<file path="config.mk">
export PLATFORM = sky130hd
export DESIGN_NAME = fetch_pc_unit
export DESIGN_NICKNAME = d
export VERILOG_FILES = /design/src/rtl/riscv_pkg.sv /design/src/rtl/fetch_pc_unit.sv
export SDC_FILE = /design/constraint.sdc
export NUM_CORES = 1
export LEC_CHECK = 0
export CORE_ASPECT_RATIO = 1.1
export CORE_MARGIN = 5
export CORE_UTILIZATION = 41
export CTS_CLUSTER_DIAMETER = 40
export DETAILED_ROUTE_END_ITERATION = 7
export GPL_TIMING_DRIVEN = 1
export PLACE_DENSITY_LB_ADDON = 0.05
export SETUP_SLACK_MARGIN = 0.2
export SLEW_MARGIN = 10
export SYNTH_ARGS = -nofsm -noshare
export SYNTH_HDL_FRONTEND = slang
export SYNTH_SLANG_ARGS = --single-unit
</file>
<file path="constraint.sdc">
create_clock -name clk -period 3.25 [get_ports clk]
set_clock_uncertainty 0.2 [all_clocks]
set_input_delay 0.325 -clock clk [delete_from_list [all_inputs] [get_ports clk]]
set_output_delay 0.325 -clock clk [all_outputs]
set_load 0.03 [all_outputs]
</file>
<file path="src/rtl/riscv_pkg.sv">
// Shared RISC-V core definitions: datapath width, the canonical NOP and the
// fetch-stage state encoding.
package riscv_pkg;

    localparam int XLEN = 32;

    // addi x0, x0, 0
    localparam logic [XLEN-1:0] NOP_INSTR = 32'h0000_0013;

    typedef enum logic [1:0] {
        S_REQ,
        S_WAIT,
        S_VALID
    } fetch_state_t;

endpackage

</file>
<file path="src/rtl/fetch_pc_unit.sv">
// Instruction-fetch stage: owns the PC, runs one req/gnt/rvalid transaction at a
// time and presents the fetched instruction, its PC and PC+4 to IF/ID.
module fetch_pc_unit
    import riscv_pkg::*;
#(
    parameter logic [XLEN-1:0] RESET_PC = 32'h0000_0000
) (
    input  logic            clk,
    input  logic            rst,
    input  logic            stall,
    input  logic            redirect,
    input  logic [XLEN-1:0] redirect_pc,
    output logic            imem_req,
    output logic [XLEN-1:0] imem_addr,
    input  logic            imem_gnt,
    input  logic            imem_rvalid,
    input  logic [XLEN-1:0] imem_rdata,
    output logic [XLEN-1:0] INST_F,
    output logic [XLEN-1:0] PC_F,
    output logic [XLEN-1:0] PC4_F,
    output logic            fetch_valid
);

    fetch_state_t    state_q, state_d;
    logic [XLEN-1:0] pc_q, pc_d;
    logic [XLEN-1:0] inst_q, inst_d;
    logic            drop_q, drop_d;

    // Target PCs are word aligned, so the low bits of redirect_pc carry nothing.
    logic unused_redirect_lsbs;
    assign unused_redirect_lsbs = ^redirect_pc[1:0];

    always_ff @(posedge clk) begin
        if (rst) begin
            state_q <= S_REQ;
            pc_q    <= {RESET_PC[XLEN-1:2], 2'b00};
            inst_q  <= NOP_INSTR;
            drop_q  <= 1'b0;
        end else begin
            state_q <= state_d;
            pc_q    <= pc_d;
            inst_q  <= inst_d;
            drop_q  <= drop_d;
        end
    end

    // A redirect overrides everything, but a request already granted must still
    // have its response consumed, so it is marked for dropping instead.
    always_comb begin
        state_d = state_q;
        pc_d    = pc_q;
        inst_d  = inst_q;
        drop_d  = drop_q;
        if (redirect) begin
            pc_d = {redirect_pc[XLEN-1:2], 2'b00};
            if ((state_q == S_WAIT && !imem_rvalid) || (state_q == S_REQ && imem_gnt)) begin
                state_d = S_WAIT;
                drop_d  = 1'b1;
            end else begin
                state_d = S_REQ;
                drop_d  = 1'b0;
            end
        end else begin
            unique case (state_q)
                S_REQ: begin
                    if (imem_gnt) state_d = S_WAIT;
                end
                S_WAIT: begin
                    if (imem_rvalid) begin
                        if (drop_q) begin
                            drop_d  = 1'b0;
                            state_d = S_REQ;
                        end else begin
                            inst_d  = imem_rdata;
                            state_d = S_VALID;
                        end
                    end
                end
                S_VALID: begin
                    if (!stall) begin
                        pc_d    = pc_q + 32'd4;
                        state_d = S_REQ;
                    end
                end
                default: state_d = S_REQ;
            endcase
        end
    end

    // Outputs depend only on registered state; rst merely gates the request.
    always_comb begin
        imem_req    = (state_q == S_REQ) && !rst;
        imem_addr   = pc_q;
        fetch_valid = (state_q == S_VALID);
        INST_F      = (state_q == S_VALID) ? inst_q : NOP_INSTR;
        PC_F        = pc_q;
        PC4_F       = pc_q + 32'd4;
    end

endmodule
</file>
==> summary.md <==
| Metric | Value |
|---|---|
| Status | finished clean |
| Initial antenna violation count | 0 |
| Max Cap Viol | 0 |
| Setup TNS | 0 ns |
| Wirelength, routed | 12300 um |
| Via Count | 4143 |
| #FFs+latches synth | 65 |
| Boundary pin count | 200 |
| Crit path to | PC4_F[29] |
| Largest stage delay, worst path | 0.67 ns |
| Initial Util | 42.2% |
| RSZ-0062 raised after global routing | true |
| Final ANT Viol Nets | 0 |
| F_max | 338 MHz |
| Drt pass-1 iters | 4 |
| Worst-path clk slew | 0.07 ns |
| First-pass GRT wire length | 19800 um |
| Static Leak | 2.15 nW |
| Maximum vdd drop | 200 uV |
| Placer Congestion | 0.763 |
| Detail Placement HPWL | 9070 um |
| Layout fillers | 862 |
| GRT Total Usage | 20.0% |
| N_diodes | 0 |
| GRT overflow | 0 |
| Buffers on Ports | 191 |
| Worst Setup End Kind | primary output |
| Post-synth EDFFs | 0 |
| Pwr dens | 347 mW/mm2 |
| Largest net degree at the start of global routing | 56 |
| Syn_area_per_cell | 7.64 um2 |
| Final-report setup violation count | 0 |
| Hold WS | 0.159 ns |
| CTS Buf Count | 9 |
| Insertion delay of the later-clocked pin in the worst-skew pair | 0.34 ns |
| Relative slew slack | 56.4% |
| Design area | 0.00590 mm2 |
| Nets | 741 |
| Synthesis Warnings | 0 |
| Drt drc | 0 |
| Crit Path Category | reg -> out |
| Die Footprint | 0.0117 mm2 |
| Reg2reg setup slack | 0.61 ns |
| Number of cells on the critical path | 5 |
| Placement Cell Area | 0.00573 mm2 |
| Post-layout util | 62.7% |
| Final worst path period share | 91.0% |
| RR Endpoint | PC_F[22]$_SDFFE_PP0P_ |
| CP Cell Sequence | nand4_4 -> or4_4 -> nor4_2 -> xor2_1 -> dlygate4sd2_1 |
| Post-CTS Hold Fix Bufs | 0 |
| CTS tree | built |
| Sequential fraction of the synthesis area | 32.8% |
| Share of cells above drive strength 1 | 9.79% |
| Synthesized area | 0.00397 mm2 |
| Minimum clock period | 2.96 ns |
| R2r worst-path depth | 6 |
| Clk buf depth | 2 |
| FFs w/ async S/R, synth | 0% |
| Detailed Route Iter0 Violations | 165 |
| Clock root buffer | clkbuf_8 |
| Top delay family on crit path | simple AND/OR/NAND/NOR gates |
| Core area | 0.00940 mm2 |
| Vias per cell | 5.24 |
| Final hold viol count | 0 |
| Crit path DAT | 2.43 ns |
| RR Startpoint | PC_F[2]$_SDFFE_PP0P_ |
| Worst setup SP type | flip-flop |
| # clock sinks | 65 |
| Worst-Margin Slew | 0.652 ns |
| Hold Path Stages | 2 |
| Critical path buffers and inverters | 1 |
| Top_reg_cell synth | dfxtp_1 |
| Crit path launch | PC_F[11]$_SDFFE_PP0P_ |
| CP max FO | 26 |
| Die X | 104 um |
| Final Max Slew Viols | 0 |
| Worst hold path class | in -> reg |
| P&R area growth vs syn | 48.7% |
| H-tree level count | 3 |
| Worst-path cell with the longest stage delay | or4_4 |
| WP data required | 2.72 ns |
| Unique masters post-synth | 48 |
| Vias in the first global route | 4039 |
| Wire length per cell | 15.6 um |
| DIE HEIGHT | 113 um |
| Core Rows | 37 |
| Synthesized instance count | 519 |
| # Post-CTS Setup Buffers | 0 |
-- synth_stat cells, types with 7 or more instances --
cell      number  share of area, %
nand2_1       91               8.6
dfxtp_1       65                33
nor2_1        38               3.6
buf_4         36               6.8
a21oi_1       33               4.2
and2_1        31               4.9
clkbuf_1      26               2.5
xor2_1        19               4.2
xnor2_1       17               3.8
a311oi_1      15               3.3
nor3_1        13               1.6
nand3_1       12               1.5
o31ai_1       12               2.3
or4_1         11               2.1
inv_1          9              0.85
nor4_1         8               1.3
or3_1          8               1.3
a211oi_1       7               1.3
nand4_1        7               1.1
-- power breakdown --
part / switching (mW) / internal [mW] / total, mW
sequential: 0.0535 / 0.835 / 0.888
clock: 0.318 / 0.289 / 0.607
combinational: 0.302 / 0.251 / 0.553
-- worst min-delay path by stage --
stage / from / endpoint / slack (ns)
after global routing: rst / PC_F[10]$_SDFFE_PP0P_ / 0.18
after floorplan: inst_q[0]$_SDFFE_PP1P_ / inst_q[0]$_SDFFE_PP1P_ / 0.23
final: rst / PC_F[10]$_SDFFE_PP0P_ / 0.16
after global placement: inst_q[25]$_SDFFE_PP0P_ / inst_q[25]$_SDFFE_PP0P_ / 0.24
after detailed placement: inst_q[3]$_SDFFE_PP0P_ / inst_q[3]$_SDFFE_PP0P_ / 0.24
after CTS: rst / PC_F[10]$_SDFFE_PP0P_ / 0.15
-- layout make-up --
type	instances	area, um2	area share [%]
Tap cell	117	146	2.48
Sequential cell	65	1310	22.2
Clock buffer	11	141	2.40
Clock inverter	4	20.0	0.339
Inverter	9	33.8	0.573
Timing Repair Buffer	210	2010	34.2
Multi-Input combinational cell	375	2230	37.8
-- kinds of logic after synthesis --
logic type                 count (synthesis)  share of synthesized area [%]
AOI/OAI and AO/OA                         87                           15.0
muxes                                      1                          0.252
adders and majority gates                  1                          0.315
DFF                                       65                           32.8
other                                      1                         0.0945
xor gates and xnor gates                  36                           7.95
and+or+nand+nor                          244                           31.3
buffers and inverters                     84                           12.3
-- flip-flops by register name, summed over array words and instances (netlist names) --
name	cells
inst_q	32
PC_F	30
state_q	2
drop_q	1
-- through the flow --
stage                     worst slack, ns  instances  power [mW]
after floorplan                     0.217        524        1.23
after global placement              0.312        776        1.46
after detailed placement            0.256        776        1.47
after CTS                           0.154        791        2.07
after global routing                0.172        791        2.14
final                               0.291        791        2.05
-- cell usage in the layout (no fill, tap or decap), types with 3 or more instances in the layout --
cell	netlist	layout
a211oi_1	7	7
a21oi_1	33	33
a311oi_1	15	15
and2_1	31	31
and4_1	6	6
buf_4	36	27
clkbuf_2	0	3
clkbuf_8	0	10
clkdlybuf4s50_1	0	171
clkinv_2	0	4
conb_1	1	6
dfxtp_1	65	58
dfxtp_2	0	7
dlygate4sd2_1	0	5
inv_1	9	9
nand2_1	91	91
nand2b_1	3	3
nand3_1	12	12
nand3b_1	3	3
nand4_1	7	7
nor2_1	38	38
nor3_1	13	12
nor4_1	8	7
o21ai_0	6	6
o31ai_1	12	12
or3_1	8	8
or4_1	11	10
or4_4	2	3
xnor2_1	17	15
xor2_1	19	19
-- what timing repair did --
action / CTS / global route
pin swaps: 0 / 1
resized for setup: 14 / 14
hold endpoints to repair: 0 / 0
gates cloned: 0 / 0
endpoints found under the setup margin: 14 / 15
-- layer usage --
metal | GRT usage, % | wire length [um] | vias up
li1 | - | - | 2054
met1 | 23.2 | 5140 | 1925
met2 | 34.0 | 5900 | 144
met3 | 6.62 | 959 | 20
met4 | 8.38 | 293 | 0
met5 | 0 | 0 | -
(Power assumes the default switching activity.)
